===== config.mk =====
export PLATFORM = sky130hd
export DESIGN_NAME = control_unit_pipelined
export DESIGN_NICKNAME = d
export VERILOG_FILES = /design/src/rtl/control_unit_pipelined.sv
export SDC_FILE = /design/constraint.sdc
export NUM_CORES = 1
export LEC_CHECK = 0
export CAP_MARGIN = 15
export CORE_ASPECT_RATIO = 1.25
export CORE_UTILIZATION = 48
export DETAILED_ROUTE_END_ITERATION = 16
export PLACE_DENSITY = 0.86
export SLEW_MARGIN = 5
export SYNTH_ARGS = -nofsm -noshare
export SYNTH_HDL_FRONTEND = slang
export SYNTH_SLANG_ARGS = --single-unit

===== constraint.sdc =====
create_clock -name clk -period 4.4 [get_ports clk]
set_clock_uncertainty 0.2 [all_clocks]
set_input_delay 0.44 -clock clk [delete_from_list [all_inputs] [get_ports clk]]
set_output_delay 0.44 -clock clk [all_outputs]
set_load 0.05 [all_outputs]

===== src/rtl/control_unit_pipelined.sv =====
// Pipelined, handshaked control unit: decodes an opcode into a registered control
// word, with a multi-cycle MULT, illegal-opcode flagging and branch/jump flush.
module control_unit_pipelined #(
  parameter int OPCODE_WIDTH = 8,
  parameter int ALUOP_WIDTH  = 3,
  parameter int MULT_CYCLES  = 4
) (
  input  logic                    clk,
  input  logic                    reset,
  input  logic [OPCODE_WIDTH-1:0] opcode,
  input  logic                    in_valid,
  output logic                    in_ready,
  input  logic                    out_ready,
  output logic                    out_valid,
  input  logic                    flush,
  output logic                    imm,
  output logic                    sign,
  output logic                    writeenable,
  output logic [ALUOP_WIDTH-1:0]  aluop,
  output logic                    jump,
  output logic                    branch,
  output logic                    illegal,
  output logic                    busy
);

  localparam int CW = 4;
  localparam logic [OPCODE_WIDTH-1:0] OP_MULT = OPCODE_WIDTH'(8);

  typedef enum logic [0:0] {IDLE, MULTI} state_t;

  typedef struct packed {
    logic                   imm;
    logic                   sign;
    logic                   we;
    logic [ALUOP_WIDTH-1:0] aluop;
    logic                   jump;
    logic                   branch;
    logic                   illegal;
  } ctrl_t;

  state_t         state, nextState;
  logic [CW-1:0]  counter, nextCounter;
  logic           outValidReg, nextOutValid;
  ctrl_t          ctrlReg, nextCtrl;
  logic           accept;
  logic           isMult;

  function automatic ctrl_t decode(input logic [OPCODE_WIDTH-1:0] op);
    ctrl_t c;
    c = '0;
    case (op)
      OPCODE_WIDTH'(0): begin c.imm = 1'b1; c.we = 1'b1; end
      OPCODE_WIDTH'(1): c.we = 1'b1;
      OPCODE_WIDTH'(2): begin c.we = 1'b1; c.aluop = ALUOP_WIDTH'(1); end
      OPCODE_WIDTH'(3): begin c.sign = 1'b1; c.we = 1'b1; c.aluop = ALUOP_WIDTH'(1); end
      OPCODE_WIDTH'(4): begin c.we = 1'b1; c.aluop = ALUOP_WIDTH'(2); end
      OPCODE_WIDTH'(5): begin c.we = 1'b1; c.aluop = ALUOP_WIDTH'(3); end
      OPCODE_WIDTH'(6): c.jump = 1'b1;
      OPCODE_WIDTH'(7): begin c.sign = 1'b1; c.aluop = ALUOP_WIDTH'(1); c.branch = 1'b1; end
      OPCODE_WIDTH'(8): begin c.we = 1'b1; c.aluop = ALUOP_WIDTH'(4); end
      default:          c.illegal = 1'b1;
    endcase
    return c;
  endfunction

  // A new word may enter only when the output slot is free or draining this cycle.
  assign in_ready = (state == IDLE) && (!outValidReg || out_ready) && !flush;
  assign accept   = in_valid && in_ready;
  assign isMult   = (opcode == OP_MULT);

  always_ff @(posedge clk or posedge reset) begin
    if (reset) begin
      state       <= IDLE;
      counter     <= '0;
      outValidReg <= 1'b0;
      ctrlReg     <= '0;
    end else begin
      state       <= nextState;
      counter     <= nextCounter;
      outValidReg <= nextOutValid;
      ctrlReg     <= nextCtrl;
    end
  end

  always_comb begin
    nextState    = state;
    nextCounter  = counter;
    nextOutValid = outValidReg;
    nextCtrl     = ctrlReg;
    if (flush) begin
      nextState    = IDLE;
      nextCounter  = '0;
      nextOutValid = 1'b0;
    end else begin
      case (state)
        IDLE: begin
          if (accept) begin
            if (isMult) begin
              // Accept implies the old word (if any) retires on this same edge.
              nextState    = MULTI;
              nextCounter  = CW'(MULT_CYCLES - 1);
              nextOutValid = 1'b0;
            end else begin
              nextCtrl     = decode(opcode);
              nextOutValid = 1'b1;
            end
          end else if (outValidReg && out_ready) begin
            nextOutValid = 1'b0;
          end
        end
        MULTI: begin
          nextCounter = counter - CW'(1);
          if (counter == CW'(1)) begin
            nextCtrl     = decode(OP_MULT);
            nextOutValid = 1'b1;
            nextState    = IDLE;
          end
        end
        default: nextState = IDLE;
      endcase
    end
  end

  assign out_valid   = outValidReg;
  assign busy        = (state == MULTI);
  assign imm         = ctrlReg.imm;
  assign sign        = ctrlReg.sign;
  assign writeenable = ctrlReg.we;
  assign aluop       = ctrlReg.aluop;
  assign jump        = ctrlReg.jump;
  assign branch      = ctrlReg.branch;
  assign illegal     = ctrlReg.illegal;

endmodule


==> results of run 1 <==
state kept, by name, summed over array words and instances, names as in the netlist:
register	count
jump	1
branch	1
writeenable	1
busy	1
aluop	3
imm	1
out_valid	1
illegal	1
sign	1
counter	4
stage by stage:
step,area (sq um),cells,utilization
6_report,1100,121,0.694
5_1_grt,1100,121,0.694
4_1_cts,1100,121,0.694
3_5_place_dp,1070,117,0.677
3_3_place_gp,1070,117,0.677
2_1_floorplan,813,76,-
power groups by stage:
stage | combinational [mW] | sequential (mW) | clock [mW]
floorplan | 0.0163 | 0.150 | 0
global route | 0.0485 | 0.141 | 0.0877
finish | 0.0450 | 0.141 | 0.0781
detailed placement | 0.0453 | 0.144 | 0
CTS | 0.0454 | 0.141 | 0.0809
global placement | 0.0445 | 0.144 | 0
layout make-up:
| cell class | count | share of cell area |
|---|---|---|
| multi-input cells | 52 | 0.367 |
| flip-flops and latches | 15 | 0.342 |
| repair buffers | 24 | 0.219 |
| inverters | 8 | 0.0274 |
| clock buffers | 4 | 0.0239 |
| well taps | 18 | 0.0205 |
layout by cell type (no fill, tap or decap), types with 3 or more instances in the layout:
cell type,Yosys,final
a21oi_1,3,3
clkbuf_4,0,3
clkdlybuf4s50_1,0,24
dfrtp_1,15,15
inv_1,8,8
mux2_2,4,4
mux2i_1,3,3
nand2_1,4,4
nor2_1,6,6
nor3_1,4,4
kinds of logic after synthesis:
| group | share of synthesized area |
|---|---|
| compound gates | 0.151 |
| simple gates | 0.172 |
| mux | 0.120 |
| fa+ha+maj | 0.0308 |
| flops | 0.462 |
| xor+xnor | 0.0215 |
| buf+inv | 0.0431 |
routing by layer:
metal	vias up	global-route usage	share of wire
met5	-	0	0
met4	0	0.124	0.0086
met3	2	0.0372	0.050
met2	23	0.357	0.54
met1	320	0.218	0.40
li1	330	-	-
path summary, 6_finish.rpt:
check | cells past startpoint | endpoint | slack (ns)
max in group asynchronous | 2 | counter[2] | 3.32
min | 1 | aluop[2] | 0.29
max | 4 | in_ready | 1.63
max reg2reg | 4 | branch | 2.40
min in group asynchronous | 2 | counter[1] | 0.31
min reg2reg | 1 | aluop[2] | 0.29
==> summary.md, run 1 <==
| Metric | Value |
|---|---|
| Die area | 1860 sq um |
| Yosys warns | 0 |
| CTS Sinks | 15 |
| Final hold violation count | 0 |
| HP Class | reg2reg |
| Pins Over Slew Limit | 0 |
| Root Driver | clkbuf_4 |
| Slew @ Worst Pin | 0.563 ns |
| Seq/Total Area, Yosys | 0.462 |
| Crit path from | flush |
| Synthesis-to-layout area growth | 34.9% |
| Top-count cell post-synth | dfrtp_1 |
| Die width | around 39 microns |
| Seq pwr share | 0.534 |
| First-pass GRT wire length | around 2500 microns |
| Max Fclk | 361 MHz |
| CP required | 3.76 ns |
| Post-synth top cells | 15 x dfrtp_1, 8 x inv_1, 6 x nor2_1 |
| Worst slew margin | 0.624 |
| Worst Hold Launch | aluop[2] |
| Nets | 119 |
| Fin crit period | 2.77 ns |
| Number of synthesized flops with an enable pin | 0 |
| Port bufs | 24 |
| RSZ-0062 raised after global routing | no |
| Sw power | 68.7 uW |
| Starting Density | 0.514 |
| Final wirelength | roughly 1600 microns |
| Register area | 375 sq um |
| Hold WS | between 0.2 and 0.3 ns |
| Fin Setup TNS | 0 ns |
| WP data arrival | 2.13 ns |
| CTS HTree Levels | 1 |
| Slowest stage delay, CP | 0.81 ns |
| Cell area after synthesis | 813 sq um |
| Crit-path slowest cell | clkdlybuf4s50_1 |
| PnR Total Power | 264 uW |
| Worst Path Class, Setup | in2out |
| Die height | 48.0 microns |
| Max-Cap Viols | 0 |
| Reg2Reg Launch Point | busy |
| Post-DP HPWL | 1270 microns |
| Register bit total from synthesis | 15 |
| Tcrit/Tclk final | 0.629 |
| RD Place Congestion | 0.689 |
| Share of synthesized registers carrying an async set or reset | 1.00 |
| Router iterations before antenna repair | 4 |
| Synthesized net count | 91 |
| Via count of the first global-routing pass | a little over 600 |
| Core area | 1580 sq um |
| Crit path cell chain | clkdlybuf4s50_1, inv_1, o211a_1, clkdlybuf4s50_1 |
| DRT antenna net count | 0 |
| Pin count of the biggest net entering global routing | 16 |
| Most used cell along the critical path | clkdlybuf4s50_1 |
| Sw Ratio | 0.260 |
| DRC | 0 |
| GRT Util Overall | 0.201 |
| Share of total power in combinational logic | 0.170 |
| Synth top area cells | dfrtp_1 46%, mux2_2 5.5%, mux2i_1 3.7% |
| GRT Residual Overflow | 0 |
| Drt wl/cell | 13.5 microns |
| Top delay family on crit path | buffers and inverters |
| Yosys cell types | 32 |
| Mean Syn Cell Area | 10.7 sq um |
| CTS Buffer Depth | 2 |
| Initial antenna violation count | 0 |
| CTS Hold Bufs | 0 |
| Vias | around 680 |
| Top-area cell type share of the netlist area | 0.462 |
| Clk_lat worst skew | roughly 0.28 ns |
| Total CTS buffers | 3 |
| Lkg Pwr | 0.475 nW |
| Int Pwr | 195 uW |
| Multi-input gate area | about 400 sq um |
| Startpoint Class | primary input |
| Clock power frac | 0.296 |
| CTS resizes | 0 |
| Buf/Inv on CP | 3 |
| Layout fillers | 121 |
| Ys flop type | dfrtp_1 |
| Mapped Cells | 76 |
| Routed vias/inst | about 5.6 |
| CTS tree | done |
| # setup viols final | 0 |
| Maximum vdd drop | 0.000149 V |
| Share of post-route cells with drive strength above 1 | 0.126 |
| Initial DRC Count | 6 |
| Worst-path maximum fanout | 7 |
| Antenna diodes | 0 |
| Outcome | finished, final reports clean |
| Row count | 16 |
| Final WS setup | 1.63 ns |
| CP endpoint kind | output pin |
| CTS clk-pin slew, worst paths | ~0.090 ns |
| Dpl ws | 1.64 ns |
| Post-CTS setup buffers | 0 |
| Synth area leader | dfrtp_1 |
| I/O pins | 25 |
| Cell Pwr Density | 241 nW/um^2 |
(Power assumes the default switching activity.)
==> run 2: changes to the inputs <==
- CORE_UTILIZATION: 48 -> 45
- PLACE_DENSITY: 0.86 -> 0.81
- clock period: 4.4 -> 2.69 ns (I/O delays scaled with it)
==> run 2 against run 1 <==
Final cell count did not move. Non-clock buffer count did not move. Hold slack got worse by 0.16 ns. First-iteration DRC count rose to 2.5 times the previous value. Global-route usage rose by 0.51 points. Clock-buffer cell count did not move. Final area fell by 0.23%. Setup slack got worse by 1.1 ns. Sequential share of layout area rose by 0.078 points. Core utilization fell by 1.9 points. Register-to-register slack got worse by 1.8 ns. Largest cell class unchanged. Sequential power rose by 63%.
==> summary.md, run 2 (synthesis gave the netlist of run 1 again) <==
| Metric | Value |
|---|---|
| CTS HTree Levels | 1 (unchanged) |
| Synthesis-to-layout area growth | 34.6% |
| Die area | 1980 sq um (+6.4%) |
| Outcome | finished, final reports clean |
| Post-CTS setup buffers | 0 (unchanged) |
| Top delay family on crit path | buffers and inverters |
| Max Fclk | 461 MHz |
| Final wirelength | 1730 microns (+6.5%) |
| Initial DRC Count | 15 (+9) |
| GRT Util Overall | 0.206 (+0.00506) |
| Pin count of the biggest net entering global routing | 16 (unchanged) |
| Crit path cell chain | clkdlybuf4s50_1 |
| Cell Pwr Density | 394 nW/um^2 (+64%) |
| Router iterations before antenna repair | 4 (unchanged) |
| Post-DP HPWL | 1350 microns (+6.5%) |
| Vias | 692 (+2.5%) |
| Nets | 119 (unchanged) |
| Pins Over Slew Limit | 0 (unchanged) |
| # setup viols final | 0 (unchanged) |
| HP Class | in2async |
| Met3 usage | 0.0270 (-0.0102) |
| CTS Buffer Depth | 2 (unchanged) |
| Tcrit/Tclk final | 0.806 |
| Maximum vdd drop | 0.000349 V (+130%) |
| Final hold violation count | 0 (unchanged) |
| Via count of the first global-routing pass | 658 (+7.9%) |
| GRT Residual Overflow | 0 (unchanged) |
| CP endpoint kind | output pin |
| Multi-input gate area | 403 sq um (unchanged) |
| Port bufs | 24 (unchanged) |
| Routed vias/inst | 5.72 (+2.5%) |
| Core area | 1620 sq um (+2.5%) |
| Starting Density | 0.502 (-0.0127) |
| RSZ-0062 raised after global routing | no |
| Cell depth of the worst setup path | 1 (-3) |
| I/O pins | 25 (unchanged) |
| Slowest stage delay, CP | 0.87 ns (+0.06 ns) |
| Worst slew margin | 0.624 (about the same) |
| Reg2Reg Launch Point | busy |
| Fin Setup TNS | 0 ns (unchanged) |
| Root Driver | clkbuf_4 |
| PnR Total Power | 431 uW (+63%) |
| Layout fillers | 134 (+11%) |
| Initial antenna violation count | 0 (unchanged) |
| Routing usage on met2 | 0.331 (-0.0260) |
| CTS Sinks | 15 (unchanged) |
| First-pass GRT wire length | 2790 microns (+13%) |
| CTS clk-pin slew, worst paths | 0.08 ns (about the same) |
| Clk_lat worst skew | 0.28 ns (about the same) |
| Share of post-route cells with drive strength above 1 | 0.136 (+0.00971) |
| GR peak layer | met2 |
| End of the critical path | busy |
| RR Endpoint | sign |
| Total CTS buffers | 3 (unchanged) |
| WP data arrival | 1.70 ns (-0.43 ns) |
| CTS Hold Bufs | 0 (unchanged) |
| Top reg by flops | counter |
| Die width | 40.0 microns (+3.1%) |
| Slew @ Worst Pin | 0.564 ns (+0.000934 ns) |
| Reg2Reg Setup Slack | 0.64 ns (-1.76 ns) |
| Antenna diodes | 0 (unchanged) |
| Max-Cap Viols | 0 (unchanged) |
| Commonest non-fill, non-tap cell in the layout | clkdlybuf4s50_1 |
| Drt wl/cell | 14.3 microns (+6.5%) |
| Reg2Reg Depth | 4 (unchanged) |
| Crit path from | busy |
| Register area | 375 sq um (unchanged) |
| Worst Path Class, Setup | reg2out |
| Max reg flops | 4 (unchanged) |
| DRC | 0 (unchanged) |
| DRT antenna net count | 0 (unchanged) |
| Worst-path maximum fanout | 11 (+4) |
| CTS tree | done |
| Fin crit period | 2.17 ns |
| Startpoint Class | flop |
| GR Util met1 | 0.256 (+0.0379) |
| Commonest non-fill, non-tap cells in the layout | 23 x clkdlybuf4s50_1, 15 x dfrtp_1, 8 x inv_1 |
| CP required | 2.22 ns (-1.54 ns) |
| Crit-path slowest cell | clkdlybuf4s50_1 |
| Die height | 49.5 microns (+3.1%) |
| Row count | 16 (unchanged) |
| Buf/Inv on CP | 1 (-2) |
| RD Place Congestion | 0.719 (+4.3%) |
| Lkg Pwr | 0.476 nW (+0.22%) |
| CTS resizes | 0 (unchanged) |
run 2: changes by cell type in the layout (fill, tap and decap cells not counted), sizes merged:
cell	change
clkdlybuf4s50	-1
buf	+1
run 2: power by group:
| part | switching [mW] | internal, mW |
|---|---|---|
| combinational | 0.0408 | 0.0329 |
| clock | 0.0692 | 0.0577 |
| sequential | 0.00182 | 0.228 |
| total | 0.112 | 0.319 |
run 2: layout make-up:
class | count | area share
inverters | 8 | 0.0274
flip-flops and latches | 15 | 0.343
well taps | 18 | 0.0206
clock buffers | 4 | 0.0240
repair buffers | 24 | 0.217
multi-input cells | 52 | 0.368
run 2: worst min-delay path by stage:
stage                          end
final                         jump
after detailed placement  aluop[2]
after global placement    aluop[2]
after CTS                 aluop[2]
after floorplan           aluop[0]
after global routing          jump
run 2: per-layer routing:
metal / part of all wire / up-vias
met5: 0 / -
met4: 0.021 / 0
met3: 0.063 / 5
met1: 0.42 / 330
met2: 0.50 / 26
li1: - / 331
run 2: through the flow:
| step | hold slack (ns) | utilization | setup WS, ns | area [sq um] | instances |
|---|---|---|---|---|---|
| floorplan | -0.0295 | - | 0.293 | 813 | 76 |
| global placement | 0.264 | 0.659 | 0.300 | 1070 | 117 |
| detailed placement | 0.271 | 0.659 | 0.272 | 1070 | 117 |
| CTS | 0.149 | 0.675 | 0.513 | 1090 | 121 |
| global route | 0.197 | 0.675 | 0.453 | 1090 | 121 |
| finish | 0.132 | 0.675 | 0.522 | 1090 | 121 |
==> run 3: changes to the inputs <==
- clock period: 2.69 -> 2.2 ns (I/O delays scaled with it)
==> run 3 against run 2 <==
Total power increased by 25%. Core utilization increased by 4.2 points. Clock power increased by 23%. Non-clock buffer count increased by 7. Sequential power increased by 23%. Clock-buffer cell count decreased by 1. Critical path type unchanged.
==> summary.md, run 3 (synthesis gave the netlist of run 1 again) <==
| Metric | Value |
|---|---|
| Drt wl/cell | 14.2 microns (-0.73%) |
| Vias | 707 (+2.2%) |
| Worst-path maximum fanout | 11 (unchanged) |
| Final wirelength | 1820 microns (+5.0%) |
| Worst Path Class, Setup | reg2out |
| Pins Over Slew Limit | 0 (unchanged) |
| GRT Residual Overflow | 0 (unchanged) |
| Initial DRC Count | 6 (-9) |
| Die height | 49.5 microns (unchanged) |
| Root Driver | clkbuf_4 |
| GRT Util Overall | 0.219 (+0.0133) |
| Router iterations before antenna repair | 2 (-2) |
| CTS resizes | 0 (unchanged) |
| DRT antenna net count | 0 (unchanged) |
| Core area | 1620 sq um (unchanged) |
| Final Util | 0.717 (+0.0417) |
| Reg2Reg Launch Point | busy |
| Fin crit period | 2.03 ns |
| CTS Sinks | 15 (unchanged) |
| First-pass GRT wire length | 2900 microns (+4.2%) |
| RR Endpoint | illegal |
| Reg2Reg Setup Slack | 0.36 ns (-0.28 ns) |
| I/O pins | 25 (unchanged) |
| RD Place Congestion | 0.770 (+7.1%) |
| Via count of the first global-routing pass | 724 (+10%) |
| CTS Buffer Depth | 2 (unchanged) |
| Clk_lat worst skew | 0.28 ns (about the same) |
| Row count | 16 (unchanged) |
| Outcome | finished, final reports clean |
| Routed vias/inst | 5.52 (-3.4%) |
| Post-DP HPWL | 1460 microns (+7.9%) |
| Slew @ Worst Pin | 0.577 ns (+0.0127 ns) |
| Initial antenna violation count | 0 (unchanged) |
| Die width | 40.0 microns (unchanged) |
| Slowest stage delay, CP | 0.84 ns (-0.03 ns) |
| Cell Pwr Density | 465 nW/um^2 (+18%) |
| CTS Hold Bufs | 0 (unchanged) |
| Die area | 1980 sq um (unchanged) |
| Lkg Pwr | 0.508 nW (+6.9%) |
| Layout fillers | 129 (-3.7%) |
| CTS tree | done |
| Multi-input gate area | 403 sq um (unchanged) |
| Post-route cell area | 1160 sq um (+6.2%) |
| Placed instance area | 1130 sq um (+6.2%) |
| CP required | 1.78 ns (-0.44 ns) |
| Commonest non-fill, non-tap cell in the layout | clkdlybuf4s50_1 |
| Maximum vdd drop | 0.000356 V (+1.9%) |
| Max Fclk | 493 MHz |
| Top delay family on crit path | buffers and inverters |
| Final hold violation count | 0 (unchanged) |
| Pin count of the biggest net entering global routing | 16 (unchanged) |
| DRC | 0 (unchanged) |
| Buf/Inv on CP | 1 (unchanged) |
| Fin Setup TNS | 0 ns (unchanged) |
| WP data arrival | 1.61 ns (-0.09 ns) |
| Port bufs | 24 (unchanged) |
| Total CTS buffers | 3 (unchanged) |
| Synthesis-to-layout area growth | 42.9% |
| Post-CTS setup buffers | 0 (unchanged) |
| CP endpoint kind | output pin |
| Startpoint Class | flop |
| Nets | 126 (+5.9%) |
| Worst slew margin | 0.615 (-0.00846) |
| Share of post-route cells with drive strength above 1 | 0.218 (+0.0823) |
| Tcrit/Tclk final | 0.923 |
| CTS clk-pin slew, worst paths | 0.09 ns (about the same) |
| # setup viols final | 0 (unchanged) |
| Crit path cell chain | clkdlybuf4s50_1 |
| Max-Cap Viols | 0 (unchanged) |
| Cell depth of the worst setup path | 1 (unchanged) |
| Register area | 377 sq um (+0.33%) |
| Reg2Reg Depth | 4 (unchanged) |
| Top reg by flops | counter |
| Antenna diodes | 0 (unchanged) |
| RSZ-0062 raised after global routing | no |
| CTS HTree Levels | 1 (unchanged) |
| Crit-path slowest cell | clkdlybuf4s50_1 |
| Commonest non-fill, non-tap cells in the layout | 23 x clkdlybuf4s50_1, 14 x dfrtp_1, 8 x inv_1 |
| Max reg flops | 4 (unchanged) |
| HP Class | in2async |
| Starting Density | 0.502 (unchanged) |
[run 3: cell types whose count changed in the layout (fill, tap and decap cells not counted)]
cell / before / now
buf_4: 1 / 7
o211a_2: 0 / 1
clkbuf_1: 1 / 0
dfrtp_2: 0 / 1
o211a_1: 1 / 0
clkinv_2: 0 / 1
buf_12: 0 / 1
dfrtp_1: 15 / 14
[run 3: metal layers]
layer | GRT usage | part of all wire | routed length [microns]
met5 | 0 | 0 | 0
met4 | 0.121 | 0.023 | 42
met3 | 0.0405 | 0.054 | 98
met2 | 0.384 | 0.53 | 960
met1 | 0.224 | 0.40 | 720
[run 3: power by group]
group | internal (mW) | switching, mW | total, mW
Clock | 0.0676 | 0.0883 | 0.156
Sequential | 0.279 | 0.00218 | 0.282
Combinational | 0.0510 | 0.0524 | 0.103
Total | 0.398 | 0.143 | 0.541
[run 3: how the worst max path moves through the flow]
stage / startpoint / end / slack (ns)
after floorplan: busy / aluop[1] / 0.05
after global placement: opcode[1] / aluop[0] / 0.05
after detailed placement: opcode[5] / jump / -0.03
after CTS: busy / busy / 0.16
after global routing: busy / busy / 0.12
final: busy / busy / 0.17
[run 3: layout make-up]
cell class                      instances  area share
Multi-Input combinational cell         52       0.347
Sequential cell                        15       0.324
Timing Repair Buffer                   31       0.260
Inverter                                8      0.0258
Clock buffer                            3      0.0194
Tap cell                               18      0.0194
Clock inverter                          1     0.00431
[run 3: through the flow]
step	setup WS, ns	total power [mW]	hold WS [ns]	std cells
4_1_cts	0.155	0.549	0.0928	128
3_3_place_gp	0.0507	0.389	0.263	124
2_1_floorplan	0.0538	0.333	-0.0786	76
3_5_place_dp	-0.0321	0.391	0.277	124
6_report	0.170	0.541	0.0821	128
5_1_grt	0.121	0.567	0.129	128
